**src/rtl/tomasulo_pkg.sv**
```systemverilog
// Shared definitions for the Tomasulo execution units.
// Holds the default operand/tag widths and the add/sub op encoding.
package tomasulo_pkg;

    localparam int TAG_W_DEFAULT  = 3;
    localparam int DATA_W_DEFAULT = 8;

    typedef enum logic {
        OP_ADD = 1'b0,
        OP_SUB = 1'b1
    } op_e;

endpackage

```
**src/rtl/add_pipe_stage.sv**
```systemverilog
// One slot of the adder result pipeline: valid/tag/data/carry register with a hold enable.
// While i_hold is high the slot keeps its contents.
module add_pipe_stage
    import tomasulo_pkg::*;
#(
    parameter int DATA_W = DATA_W_DEFAULT,
    parameter int TAG_W  = TAG_W_DEFAULT
) (
    input  logic              clk,
    input  logic              rst_n,
    input  logic              i_hold,
    input  logic              i_valid,
    input  logic [TAG_W-1:0]  i_tag,
    input  logic [DATA_W-1:0] i_data,
    input  logic              i_carry,
    output logic              o_valid,
    output logic [TAG_W-1:0]  o_tag,
    output logic [DATA_W-1:0] o_data,
    output logic              o_carry
);

    logic              r_valid;
    logic [TAG_W-1:0]  r_tag;
    logic [DATA_W-1:0] r_data;
    logic              r_carry;

    always_ff @(posedge clk or negedge rst_n) begin
        if (!rst_n) begin
            r_valid <= 1'b0;
            r_tag   <= '0;
            r_data  <= '0;
            r_carry <= 1'b0;
        end else if (!i_hold) begin
            r_valid <= i_valid;
            r_tag   <= i_tag;
            r_data  <= i_data;
            r_carry <= i_carry;
        end
    end

    assign o_valid = r_valid;
    assign o_tag   = r_tag;
    assign o_data  = r_data;
    assign o_carry = r_carry;

endmodule

```
**src/rtl/add_pipe_unit.sv**
```systemverilog
// Pipelined add/sub functional unit: LAT-deep shift pipeline that broadcasts results on the CDB.
// Define ADD_PIPE_SUB_EN to honour in_sub; otherwise every op is an add and in_sub is ignored.
module add_pipe_unit
    import tomasulo_pkg::*;
#(
    parameter int DATA_W = DATA_W_DEFAULT,
    parameter int TAG_W  = TAG_W_DEFAULT,
    parameter int LAT    = 2
) (
    input  logic                       clk,
    input  logic                       rst_n,
    input  logic                       in_valid,
    output logic                       in_ready,
    input  logic [TAG_W-1:0]           in_tag,
    input  logic [DATA_W-1:0]          in_op1,
    input  logic [DATA_W-1:0]          in_op2,
    input  logic                       in_sub,
    output logic                       cdb_valid,
    input  logic                       cdb_grant,
    output logic [TAG_W-1:0]           cdb_tag,
    output logic [DATA_W-1:0]          cdb_data,
    output logic                       cdb_carry,
    output logic                       busy,
    output logic [$clog2(LAT+1)-1:0]   occupancy
);

    localparam int OCC_W = $clog2(LAT+1);

    logic              w_stall;
    logic              w_accept;
    logic              w_retire;
    logic [DATA_W:0]   w_sum;
    logic [OCC_W-1:0]  r_occupancy;

    logic              w_stValid [LAT];
    logic [TAG_W-1:0]  w_stTag   [LAT];
    logic [DATA_W-1:0] w_stData  [LAT];
    logic              w_stCarry [LAT];

`ifdef ADD_PIPE_SUB_EN
    op_e               w_op;
    logic              w_isSub;
    logic [DATA_W-1:0] w_op2Eff;

    // Subtract is op1 + ~op2 + 1, so the carry-out reads as "no borrow".
    assign w_op     = op_e'(in_sub);
    assign w_isSub  = (w_op == OP_SUB);
    assign w_op2Eff = w_isSub ? ~in_op2 : in_op2;
    assign w_sum    = {1'b0, in_op1} + {1'b0, w_op2Eff} + {{DATA_W{1'b0}}, w_isSub};
`else
    logic w_unusedSub;

    assign w_unusedSub = in_sub;
    assign w_sum       = {1'b0, in_op1} + {1'b0, in_op2};
`endif

    assign cdb_valid = w_stValid[LAT-1];
    assign w_stall   = cdb_valid && !cdb_grant;
    assign in_ready  = !w_stall;
    assign w_accept  = in_valid && in_ready;
    assign w_retire  = cdb_valid && cdb_grant;

    // The whole pipeline advances together unless the head result is waiting on the CDB.
    for (genvar s = 0; s < LAT; s++) begin : gStage
        logic              w_dValid;
        logic [TAG_W-1:0]  w_dTag;
        logic [DATA_W-1:0] w_dData;
        logic              w_dCarry;

        if (s == 0) begin : gHead
            assign w_dValid = w_accept;
            assign w_dTag   = w_accept ? in_tag : '0;
            assign w_dData  = w_accept ? w_sum[DATA_W-1:0] : '0;
            assign w_dCarry = w_accept ? w_sum[DATA_W] : 1'b0;
        end else begin : gTail
            assign w_dValid = w_stValid[s-1];
            assign w_dTag   = w_stTag[s-1];
            assign w_dData  = w_stData[s-1];
            assign w_dCarry = w_stCarry[s-1];
        end

        add_pipe_stage #(
            .DATA_W (DATA_W),
            .TAG_W  (TAG_W)
        ) uStage (
            .clk     (clk),
            .rst_n   (rst_n),
            .i_hold  (w_stall),
            .i_valid (w_dValid),
            .i_tag   (w_dTag),
            .i_data  (w_dData),
            .i_carry (w_dCarry),
            .o_valid (w_stValid[s]),
            .o_tag   (w_stTag[s]),
            .o_data  (w_stData[s]),
            .o_carry (w_stCarry[s])
        );
    end

    assign cdb_tag   = cdb_valid ? w_stTag[LAT-1]   : '0;
    assign cdb_data  = cdb_valid ? w_stData[LAT-1]  : '0;
    assign cdb_carry = cdb_valid ? w_stCarry[LAT-1] : 1'b0;

    always_ff @(posedge clk or negedge rst_n) begin
        if (!rst_n) begin
            r_occupancy <= '0;
        end else if (w_accept && !w_retire) begin
            r_occupancy <= r_occupancy + OCC_W'(1);
        end else if (w_retire && !w_accept) begin
            r_occupancy <= r_occupancy - OCC_W'(1);
        end
    end

    assign occupancy = r_occupancy;
    assign busy      = (r_occupancy != '0);

endmodule

```
**config.mk**
```make
export PLATFORM = sky130hd
export DESIGN_NAME = add_pipe_unit
export DESIGN_NICKNAME = d
export VERILOG_FILES = /design/src/rtl/tomasulo_pkg.sv /design/src/rtl/add_pipe_stage.sv /design/src/rtl/add_pipe_unit.sv
export SDC_FILE = /design/constraint.sdc
export NUM_CORES = 1
export LEC_CHECK = 0
export ABC_CLOCK_PERIOD_IN_PS = 4200
export BUFFER_PORTS_ARGS = -buffer_cell sky130_fd_sc_hd__buf_2
export CORE_MARGIN = 2
export CORE_UTILIZATION = 30
export DETAILED_ROUTE_END_ITERATION = 6
export PLACE_DENSITY = 0.61
export REMOVE_ABC_BUFFERS = 1
export SYNTH_ARGS = -nofsm -noshare
export SYNTH_HDL_FRONTEND = slang
export SYNTH_SLANG_ARGS = --single-unit
```
**constraint.sdc**
```tcl
create_clock -name clk -period 4.2 [get_ports clk]
set_input_delay 0.84 -clock clk [delete_from_list [all_inputs] [get_ports clk]]
set_output_delay 0.84 -clock clk [all_outputs]
set_load 0.02 [all_outputs]
```
==> flow_summary.json, run 1 <==
{
  "irDropWorstVdd_mv": 0.1371,
  "routed_wl_mm": 2.760,
  "synthesis.area_um2": 1479,
  "hold_path.class": "flip-flop to flip-flop",
  "die_w_um": 74.21,
  "n_fill_cell": 494,
  "cts_num_sinks": 28,
  "path_max_fanout": 20,
  "async_flop_share": 1.000,
  "path_buf_inv": 2,
  "placement.io_buffers": 39,
  "synthMuxAreaShare": 0.007614,
  "fp-row-count": 25,
  "critPathTopFamily": "flip-flops",
  "core-area_um2": 4723,
  "drive_above_1_share": 0.2613,
  "cts_buffer_depth": 2,
  "ant_nets": 0,
  "grt_pass1_wl_mm": 4.436,
  "hold_viol_final": 0,
  "cts_tree": "done",
  "grt_max_degree": 29,
  "timing.fmax_mhz": 417.9,
  "dp_hpwl_mm": 1.999,
  "postCtsHoldBufs": 0,
  "worst_slew_pin_slew_ps": 603.0,
  "crit_start": "gStage[1].uStage.o_valid",
  "avgSynthCellArea_um2": 9.129,
  "dr.pass1.iters": 4,
  "cts-root-buf": "clkbuf_8",
  "die_area_um2": 5507,
  "status": "completed",
  "htree_levels": 1,
  "power_per_cell_area_nw_per_um2": 434.9,
  "synth_xor_area_frac": 0.04146,
  "boundaryPins": 41,
  "crit_required_ps": 3360,
  "syn-instance-count": 162,
  "synth.distinct_cells": 34,
  "critical_path_arrival_ps": 1550,
  "postCtsSetupRepairBufs": 0,
  "routedWlPerCell_um": 10.38,
  "dpl_cell_area_um2": 1730,
  "grt_usage": 0.1054,
  "synth_top_family_by_area": "simple AND/OR/NAND/NOR gates",
  "layout_worst_path_cycle_share": 0.5697,
  "cts_made_buffers": 3,
  "clock_skew_ps": 2.753,
  "yosysSeqAreaShare": 0.4738,
  "initial_core_util": 0.3131,
  "antenna_found_initial": 0,
  "antenna_cells": 0,
  "fin_nets": 233,
  "slew_headroom": 0.5980,
  "slowest_stage": "dfrtp_1",
  "synthSimpleGateAreaFrac": 0.2580,
  "stdcell_area_um2": 1802,
  "via_per_inst": 4.316,
  "synth_adder_area_share": 0.08122,
  "leakagePower_uw": 0.0009522,
  "routed-via-count": 1148,
  "die-height_um": 74.21,
  "r2r-start": "gStage[1].uStage.o_valid",
  "area_growth_pct": 21.83,
  "synth-seq-cells": 28,
  "synth_compound_area_frac": 0.1049,
  "hold_slack_ps": 463.3,
  "grt_remaining_overflow": 0,
  "cts-resized-gates": 0,
  "synth_warnings": 0,
  "crit_chain": "nor2b_2 > inv_2 > buf_2",
  "crit_path_start_kind": "flip-flop",
  "hold_start": "gStage[1].uStage.o_data[6]",
  "critPathMaxStageDelay_ps": 540,
  "drt-initial-drc-count": 53,
  "insertion_delay_ps": 270,
  "cp-end-kind": "output port",
  "setup-violations-final": 0,
  "grt_pass1_vias": 974,
  "maxSlewViolCount": 0,
  "synth_edf_count": 0,
  "ys.flop_type": "dfrtp_1",
  "period_needed_ps": 2393,
  "drc_errors": 0,
  "crit_type": "flip-flop to output port",
  "clk_pin_slew_ps": 90,
  "max_cap_violations": 0,
  "gp_congestion": 0.7688,
  "rsz0062_at_grt": "false",
  "fin_setup_tns_ps": 0
}
-- cells in the final DEF, fill, tap and decap left out, types with 2 or more instances in the layout --
master / count
nand2_1: 56
dfrtp_1: 28
buf_2: 39
o21ai_1: 2
nor2b_2: 2
a21oi_1: 6
clkbuf_8: 3
o21ai_0: 4
ha_1: 8
xnor2_1: 5
o31ai_1: 2
inv_1: 2
and2_1: 12
nor2b_1: 2
nand3_1: 5
xor2_1: 2
a21o_1: 3
-- layer usage --
metal,track usage,vias up,part of all wire
li1,-,602,-
met1,0.1447,517,0.49
met5,0,-,0
met2,0.1637,27,0.45
met3,0.01762,2,0.048
met4,0.04762,0,0.014
-- path summary, 6_finish.rpt --
path                                              endpoint  slack, ps  cells past startpoint
worst min-delay path            gStage[1].uStage.o_data[6]        460                      2
worst min register to register  gStage[1].uStage.o_data[6]        460                      2
worst max-delay path                              in_ready       1810                      3
worst max register to register  gStage[0].uStage.o_data[7]       2540                      5
max in group asynchronous       gStage[1].uStage.o_data[6]       3230                      1
min in group asynchronous        gStage[1].uStage.o_tag[0]        570                      1
-- through the flow --
stage / total power, uW / cells / utilization / setup WS [ps]
after floorplan: 506.8 / 155 / - / 1142
after global placement: 580.8 / 262 / 0.3664 / 1698
after detailed placement: 586.1 / 262 / 0.3664 / 1662
after CTS: 794.7 / 266 / 0.3815 / 1772
after global routing: 835.3 / 266 / 0.3815 / 1655
final: 783.5 / 266 / 0.3815 / 1807
-- where the power goes --
| group | leakage (uW) | internal, uW | total [uW] | switching [uW] |
|---|---|---|---|---|
| Clock | 0.0000357 | 127 | 207 | 80.0 |
| Sequential | 0.000359 | 319 | 352 | 33.1 |
| Combinational | 0.000558 | 93.5 | 224 | 131 |
-- layout make-up --
class	instances	area (um^2)	area share
multi-input combinational	124	732.0	0.4062
sequential	28	700.7	0.3889
timing repair buffer	40	202.7	0.1125
tap	67	83.83	0.04653
clock buffer	3	41.29	0.02292
clock inverter	1	30.03	0.01667
inverter	3	11.26	0.006250
-- kinds of logic (layout without fill, tap and decap cells) --
family	after synthesis	in the layout
compound gates	23	23
xor+xnor	7	7
buf+inv	10	47
flops	28	28
fa+ha+maj	9	9
mux	1	1
simple gates	84	84
-- synth_stat cells, drive strengths merged (4+ instances only) --
library cell | number | share of area
and2 | 12 | 0.051
xnor2 | 5 | 0.030
dfrtp | 28 | 0.47
o21ai | 6 | 0.020
nand2 | 57 | 0.15
buf | 5 | 0.020
a21oi | 6 | 0.020
nand3 | 5 | 0.017
nor2b | 4 | 0.019
ha | 8 | 0.068
-- sequential cells by signal, indices dropped and copies added, names as in the netlist --
signal,cells
gStage.uStage.o_data,16
gStage.uStage.o_valid,2
gStage.uStage.o_tag,6
gStage.uStage.o_carry,2
occupancy,2
-- tightest hold or removal path, stage by stage (launching register included) --
cell     delay, ps
dfrtp_1        350
nand2_1         50
nand2_1         40
Power figures use the tool's default switching activity.
==> inputs of run 2 (changes only) <==
--- a/config.mk
+++ b/config.mk
@@ -5,12 +5,13 @@
 export SDC_FILE = /design/constraint.sdc
 export NUM_CORES = 1
 export LEC_CHECK = 0
-export ABC_CLOCK_PERIOD_IN_PS = 4200
+export ABC_AREA = 1
+export ABC_CLOCK_PERIOD_IN_PS = 2510
 export BUFFER_PORTS_ARGS = -buffer_cell sky130_fd_sc_hd__buf_2
 export CORE_MARGIN = 2
 export CORE_UTILIZATION = 30
 export DETAILED_ROUTE_END_ITERATION = 6
-export PLACE_DENSITY = 0.61
+export PLACE_DENSITY = 0.6
 export REMOVE_ABC_BUFFERS = 1
 export SYNTH_ARGS = -nofsm -noshare
 export SYNTH_HDL_FRONTEND = slang
==> constraint.sdc (replaced) <==
create_clock -name clk -period 2.51 [get_ports clk]
set_input_delay 0.502 -clock clk [delete_from_list [all_inputs] [get_ports clk]]
set_output_delay 0.502 -clock clk [all_outputs]
set_load 0.02 [all_outputs]
==> run 2 against run 1 <==
First-iteration DRC count shrank 7.5%. Clock skew shrank 0.98 ps. Non-clock buffer count shrank 1. Global-route usage grew 0.51 points. Critical path depth fell by 1. Flip-flop and latch count stayed put. Synthesized cell count is 23% higher. Cell count up 15%. Total power grew 67%. Count of clock-buffer cells in the layout did not move.
==> flow_summary.json, run 2 <==
{
  "status": "completed",
  "cts_buffer_depth": 2,
  "htree_levels": 1,
  "final_common_cell": "nand2_1",
  "crit_start": "gStage[1].uStage.o_valid",
  "clkPwrFrac": 0.268,
  "synth_largest_area_cell": "dfrtp_1",
  "synth_top_area_frac": 0.4586,
  "insertion_delay_ps": 270,
  "clock_skew_ps": 1.772,
  "worst_slew_pin_slew_ps": 605.1,
  "die_area_um2": 5679,
  "grt_max_degree": 29,
  "switching_share": 0.3271,
  "maxSlewViolCount": 0,
  "postCtsHoldBufs": 0,
  "hold_path.class": "input port to async pin",
  "routedWlPerCell_um": 9.134,
  "cts_tree": "done",
  "async_flop_share": 1.000,
  "n_fill_cell": 555,
  "ys_top_cells_by_count": "nand2_1, inv_1, dfrtp_1",
  "fp-row-count": 25,
  "grt_pass1_wl_mm": 4.864,
  "largest_reg_flops": 16,
  "placement.io_buffers": 39,
  "synth_edf_count": 0,
  "post-place-cells": 302,
  "p_int_uw": 880.7,
  "timing.fmax_mhz": 509.0,
  "final_cell_mix": "nand2_1, buf_2, inv_1",
  "drt-initial-drc-count": 49,
  "power_per_cell_area_nw_per_um2": 709.2,
  "grt_usage": 0.1105,
  "fin_setup_tns_ps": 0,
  "crit_type": "flip-flop to output port",
  "yosysSeqAreaShare": 0.4586,
  "gp_congestion": 0.7742,
  "multi_input_area_um2": 653.1,
  "drc_errors": 0,
  "ant_nets": 0,
  "crit_path_end": "in_ready",
  "via_per_inst": 4.098,
  "rrSetupSlack_ps": 1000,
  "yosysMostFrequentCell": "nand2_1",
  "register_area_um2": 700.7,
  "drive_above_1_share": 0.1967,
  "synth.distinct_cells": 19,
  "pwr-share-seq": 0.445,
  "initial_core_util": 0.3171,
  "grt_pass1_vias": 1129,
  "synth_warnings": 0,
  "area_growth_pct": 20.80,
  "antenna_cells": 0,
  "cts_made_buffers": 3,
  "synthesis.area_um2": 1528,
  "boundaryPins": 41,
  "ys_top_cells_by_area": "dfrtp_1, nand2_1, inv_1",
  "ys.flop_type": "dfrtp_1",
  "dr.pass1.iters": 4,
  "clk_pin_slew_ps": 90,
  "r2r-start": "gStage[1].uStage.o_valid",
  "irDropWorstVdd_mv": 0.2825,
  "cts-resized-gates": 0,
  "reg2reg_depth": 4,
  "cts-root-buf": "clkbuf_8",
  "fin_nets": 273,
  "path_max_fanout": 17,
  "synth-seq-cells": 28,
  "utilization": 0.3831,
  "leakagePower_uw": 0.001137,
  "cp-end-kind": "output port",
  "dp_worst_setup_slack_ps": 701.9,
  "layout_setup_ws_ps": 545.3,
  "pwr-share-comb": 0.287,
  "r2r-end": "gStage[0].uStage.o_tag[2]",
  "period_needed_ps": 1965,
  "setup-violations-final": 0,
  "core-area_um2": 4817,
  "final_cells": 306,
  "postCtsSetupRepairBufs": 0,
  "max_cap_violations": 0,
  "power.switching_uw": 428.1,
  "dp_hpwl_mm": 2.087,
  "rsz0062_at_grt": "false",
  "crit_required_ps": 2010,
  "hold_viol_final": 0,
  "grt_remaining_overflow": 0,
  "die-height_um": 75.36,
  "cts_num_sinks": 28,
  "routed-via-count": 1254,
  "layout_worst_path_cycle_share": 0.7827,
  "syn-instance-count": 200,
  "slew_headroom": 0.5966,
  "routed_wl_mm": 2.795,
  "antenna_found_initial": 0,
  "avgSynthCellArea_um2": 7.639,
  "crit_path_start_kind": "flip-flop",
  "die_w_um": 75.36,
  "critical_path_arrival_ps": 1460
}
[run 2: power groups by stage]
stage | clock network [uW] | registers, uW | logic, uW
after floorplan | 0 | 606 | 241
after global placement | 0 | 590 | 378
after detailed placement | 0 | 592 | 382
after CTS | 364 | 584 | 384
after global routing | 387 | 595 | 433
final | 351 | 582 | 375
[run 2: cell type report]
| type | count | area share |
|---|---|---|
| sequential | 28 | 0.3797 |
| multi-input combinational | 131 | 0.3539 |
| timing repair buffer | 39 | 0.1058 |
| inverter | 37 | 0.07661 |
| tap | 67 | 0.04542 |
| clock buffer | 3 | 0.02237 |
| clock inverter | 1 | 0.01627 |
[run 2: per-layer routing]
metal / GRT usage / vias to the layer above / share of wire
li1: - / 684 / -
met1: 0.1467 / 535 / 0.51
met2: 0.1855 / 30 / 0.42
met3: 0.01323 / 5 / 0.049
met4: 0.04094 / 0 / 0.016
met5: 0 / - / 0
[run 2: worst min-delay path by stage]
| stage | startpoint | endpoint |
|---|---|---|
| 4_1_cts | rst_n | gStage[1].uStage.o_tag[2] |
| 2_1_floorplan | rst_n | gStage[0].uStage.o_carry |
| 3_3_place_gp | gStage[0].uStage.o_valid | gStage[1].uStage.o_valid |
| 6_report | rst_n | occupancy[1] |
| 3_5_place_dp | gStage[0].uStage.o_valid | gStage[1].uStage.o_valid |
| 5_1_grt | rst_n | gStage[1].uStage.o_tag[2] |
[run 2: critical path: stages, from the launching register on]
cell	delay (ps)
dfrtp_1	710
nand2_4	250
buf_2	220
[run 2: cells by family after synthesis]
group                    Yosys count  share of synthesized area
AO/OA/AOI/OAI                     22                    0.07698
XOR/XNOR                           2                    0.01147
adder cells (fa/ha/maj)            9                    0.07863
buffers and inverters             41                     0.1138
flip-flops                        28                     0.4586
AND/OR/NAND/NOR                   98                     0.2604
[run 2: per-stage QoR]
stage | instance area [um^2] | total power [uW] | hold slack [ps]
6_report | 1846 | 1309 | 224.5
3_3_place_gp | 1774 | 968.7 | 430.7
2_1_floorplan | 1495 | 846.5 | 206.4
5_1_grt | 1846 | 1415 | 279.5
4_1_cts | 1846 | 1331 | 254.6
3_5_place_dp | 1774 | 974.8 | 440.4
==> inputs of run 3 (changes only) <==
--- a/config.mk
+++ b/config.mk
@@ -5,13 +5,13 @@
 export SDC_FILE = /design/constraint.sdc
 export NUM_CORES = 1
 export LEC_CHECK = 0
-export ABC_AREA = 1
-export ABC_CLOCK_PERIOD_IN_PS = 2510
+export ABC_AREA = 0
+export ABC_CLOCK_PERIOD_IN_PS = 1600
 export BUFFER_PORTS_ARGS = -buffer_cell sky130_fd_sc_hd__buf_2
 export CORE_MARGIN = 2
 export CORE_UTILIZATION = 30
 export DETAILED_ROUTE_END_ITERATION = 6
-export PLACE_DENSITY = 0.6
+export PLACE_DENSITY = 0.63
 export REMOVE_ABC_BUFFERS = 1
 export SYNTH_ARGS = -nofsm -noshare
 export SYNTH_HDL_FRONTEND = slang
==> constraint.sdc (replaced) <==
create_clock -name clk -period 1.6 [get_ports clk]
set_input_delay 0.32 -clock clk [delete_from_list [all_inputs] [get_ports clk]]
set_output_delay 0.32 -clock clk [all_outputs]
set_load 0.02 [all_outputs]
==> run 3 against run 2 <==
Flip-flop and latch count is the same. Combinational power grew 73%. Total power grew 52%. Utilization grew 1.7 points. Clock skew is essentially flat. Critical path depth grew 5. First-iteration DRC count shrank 10%. Hold slack lost 180 ps. Cell count shrank 9.8%. Critical path type is now input port to flip-flop. Largest cell class is now multi-input gates. Largest power group unchanged.
==> flow_summary.json, run 3 (same netlist as run 1, synthesis figures left out) <==
{
  "path_buf_inv": 1,
  "slew_headroom": 0.5965,
  "cts_tree": "done",
  "via_per_inst": 4.301,
  "dp_hpwl_mm": 2.187,
  "drc_errors": 0,
  "insertion_delay_ps": 270,
  "rsz0062_at_grt": "true",
  "cts_num_sinks": 28,
  "switching_share": 0.3264,
  "cp-end-kind": "flip-flop",
  "hold_path.class": "input port to async pin",
  "dpl_cell_area_um2": 1790,
  "layout_worst_path_cycle_share": 0.9839,
  "r2r-start": "gStage[1].uStage.o_valid",
  "routedWlPerCell_um": 10.32,
  "final_common_cell": "nand2_1",
  "fin_nets": 243,
  "stdcell_area_um2": 1892,
  "routed_wl_mm": 2.847,
  "final_cells": 276,
  "pwr-share-comb": 0.325,
  "critPathMaxStageDelay_ps": 340,
  "initial_core_util": 0.3131,
  "power_per_cell_area_nw_per_um2": 1051,
  "final_cell_mix": "nand2_1, buf_2, dfrtp_1",
  "grt_pass1_vias": 1148,
  "placement.io_buffers": 39,
  "pwr-share-seq": 0.459,
  "power.switching_uw": 648.9,
  "worst_slew_pin_slew_ps": 605.3,
  "cts_buffer_depth": 2,
  "crit_required_ps": 1790,
  "dr.pass1.iters": 4,
  "timing.fmax_mhz": 635.2,
  "clock_skew_ps": 1.828,
  "largest_reg_flops": 16,
  "htree_levels": 1,
  "antenna_found_initial": 0,
  "period_needed_ps": 1574,
  "irDropWorstVdd_mv": 0.4319,
  "status": "completed",
  "area_growth_pct": 27.92,
  "fin_setup_tns_ps": 0,
  "path_max_fanout": 2,
  "grt_remaining_overflow": 0,
  "routed-via-count": 1187,
  "crit_chain": "buf_8 > ha_4 > fa_2 > a21o_1 > a221oi_2 > xnor2_1 > o31ai_2",
  "critical_path_arrival_ps": 1760,
  "max_cap_violations": 0,
  "grt_pass1_wl_mm": 4.885,
  "cts_made_buffers": 3,
  "utilization": 0.4005,
  "crit_type": "input port to flip-flop",
  "drive_above_1_share": 0.3062,
  "setup-violations-final": 0,
  "clkPwrFrac": 0.215,
  "post-place-cells": 270,
  "grt_max_degree": 29,
  "core-area_um2": 4723,
  "ant_nets": 0,
  "die_area_um2": 5507,
  "die_w_um": 74.21,
  "slowest_stage": "fa_2",
  "crit_start": "in_op2[0]",
  "rrSetupSlack_ps": 320,
  "maxSlewViolCount": 0,
  "p_int_uw": 1339,
  "leakagePower_uw": 0.0009980,
  "antenna_cells": 0,
  "fp-row-count": 25,
  "grt_usage": 0.1126,
  "critPathTopFamily": "compound AO/OA/AOI/OAI gates",
  "hold_viol_final": 0,
  "die-height_um": 74.21,
  "boundaryPins": 41,
  "crit_path_start_kind": "input port",
  "drt-initial-drc-count": 44,
  "clk_pin_slew_ps": 90,
  "cts-root-buf": "clkbuf_8",
  "gp_congestion": 0.7719,
  "hold_slack_ps": 48.42
}
-- run 3: changes by cell type in the layout (fill, tap and decap cells not counted), sizes merged, moves of 2 or more --
cell and delta:
inv -34, nand2 -27, and2 +12, buf +11, o21ai -9, nand3 -5, xnor2 +5, nor2b +4
a21o +3, o31ai +3, nor2 -2
-- run 3: per-layer routing --
layer	vias up	part of all wire	global-route usage	wire [um]
li1	625	-	-	-
met1	526	0.48	0.1402	1367
met2	32	0.47	0.2004	1325
met3	4	0.041	0.01762	117
met4	0	0.013	0.03571	36
met5	-	0	0	0
-- run 3: power by group through the flow --
stage	Combinational, uW	Sequential (uW)	Clock (uW)
3_3_place_gp	633	926	0
3_5_place_dp	641	931	0
2_1_floorplan	373	957	0
4_1_cts	647	916	443
6_report	647	914	428
5_1_grt	726	935	468
-- run 3: path summary, 6_finish.rpt --
path / end / cells past startpoint
max: gStage[0].uStage.o_data[6] / 7
min: gStage[1].uStage.o_tag[1] / 1
max reg2reg: gStage[0].uStage.o_data[7] / 5
min reg2reg: gStage[1].uStage.o_tag[1] / 2
max in group asynchronous: gStage[0].uStage.o_data[2] / 1
min in group clk: gStage[0].uStage.o_tag[0] / 3
-- run 3: timing repair --
| action | CTS | global route |
|---|---|---|
| endpoints found under the setup margin | 2 | 2 |
| setup buffers | 1 | 1 |
| hold buffers | 0 | 0 |
| pin swaps | 4 | 6 |
| endpoints found under the hold margin | 0 | 0 |
| resized for setup | 2 | 4 |
-- run 3: metrics by stage --
| stage | total power (uW) | setup slack [ps] |
|---|---|---|
| floorplan | 1330 | -1121 |
| global placement | 1560 | -316.2 |
| detailed placement | 1572 | -379.6 |
| CTS | 2006 | 19.72 |
| global route | 2129 | -47.46 |
| finish | 1988 | 25.71 |
-- run 3: layout make-up --
class                           count  area (um^2)
Clock buffer                        4        55.05
Fill cell                         489         2831
Timing Repair Buffer               50        294.0
Tap cell                           67        83.83
Multi-Input combinational cell    124        747.0
Sequential cell                    28        700.7
Inverter                            3        11.26
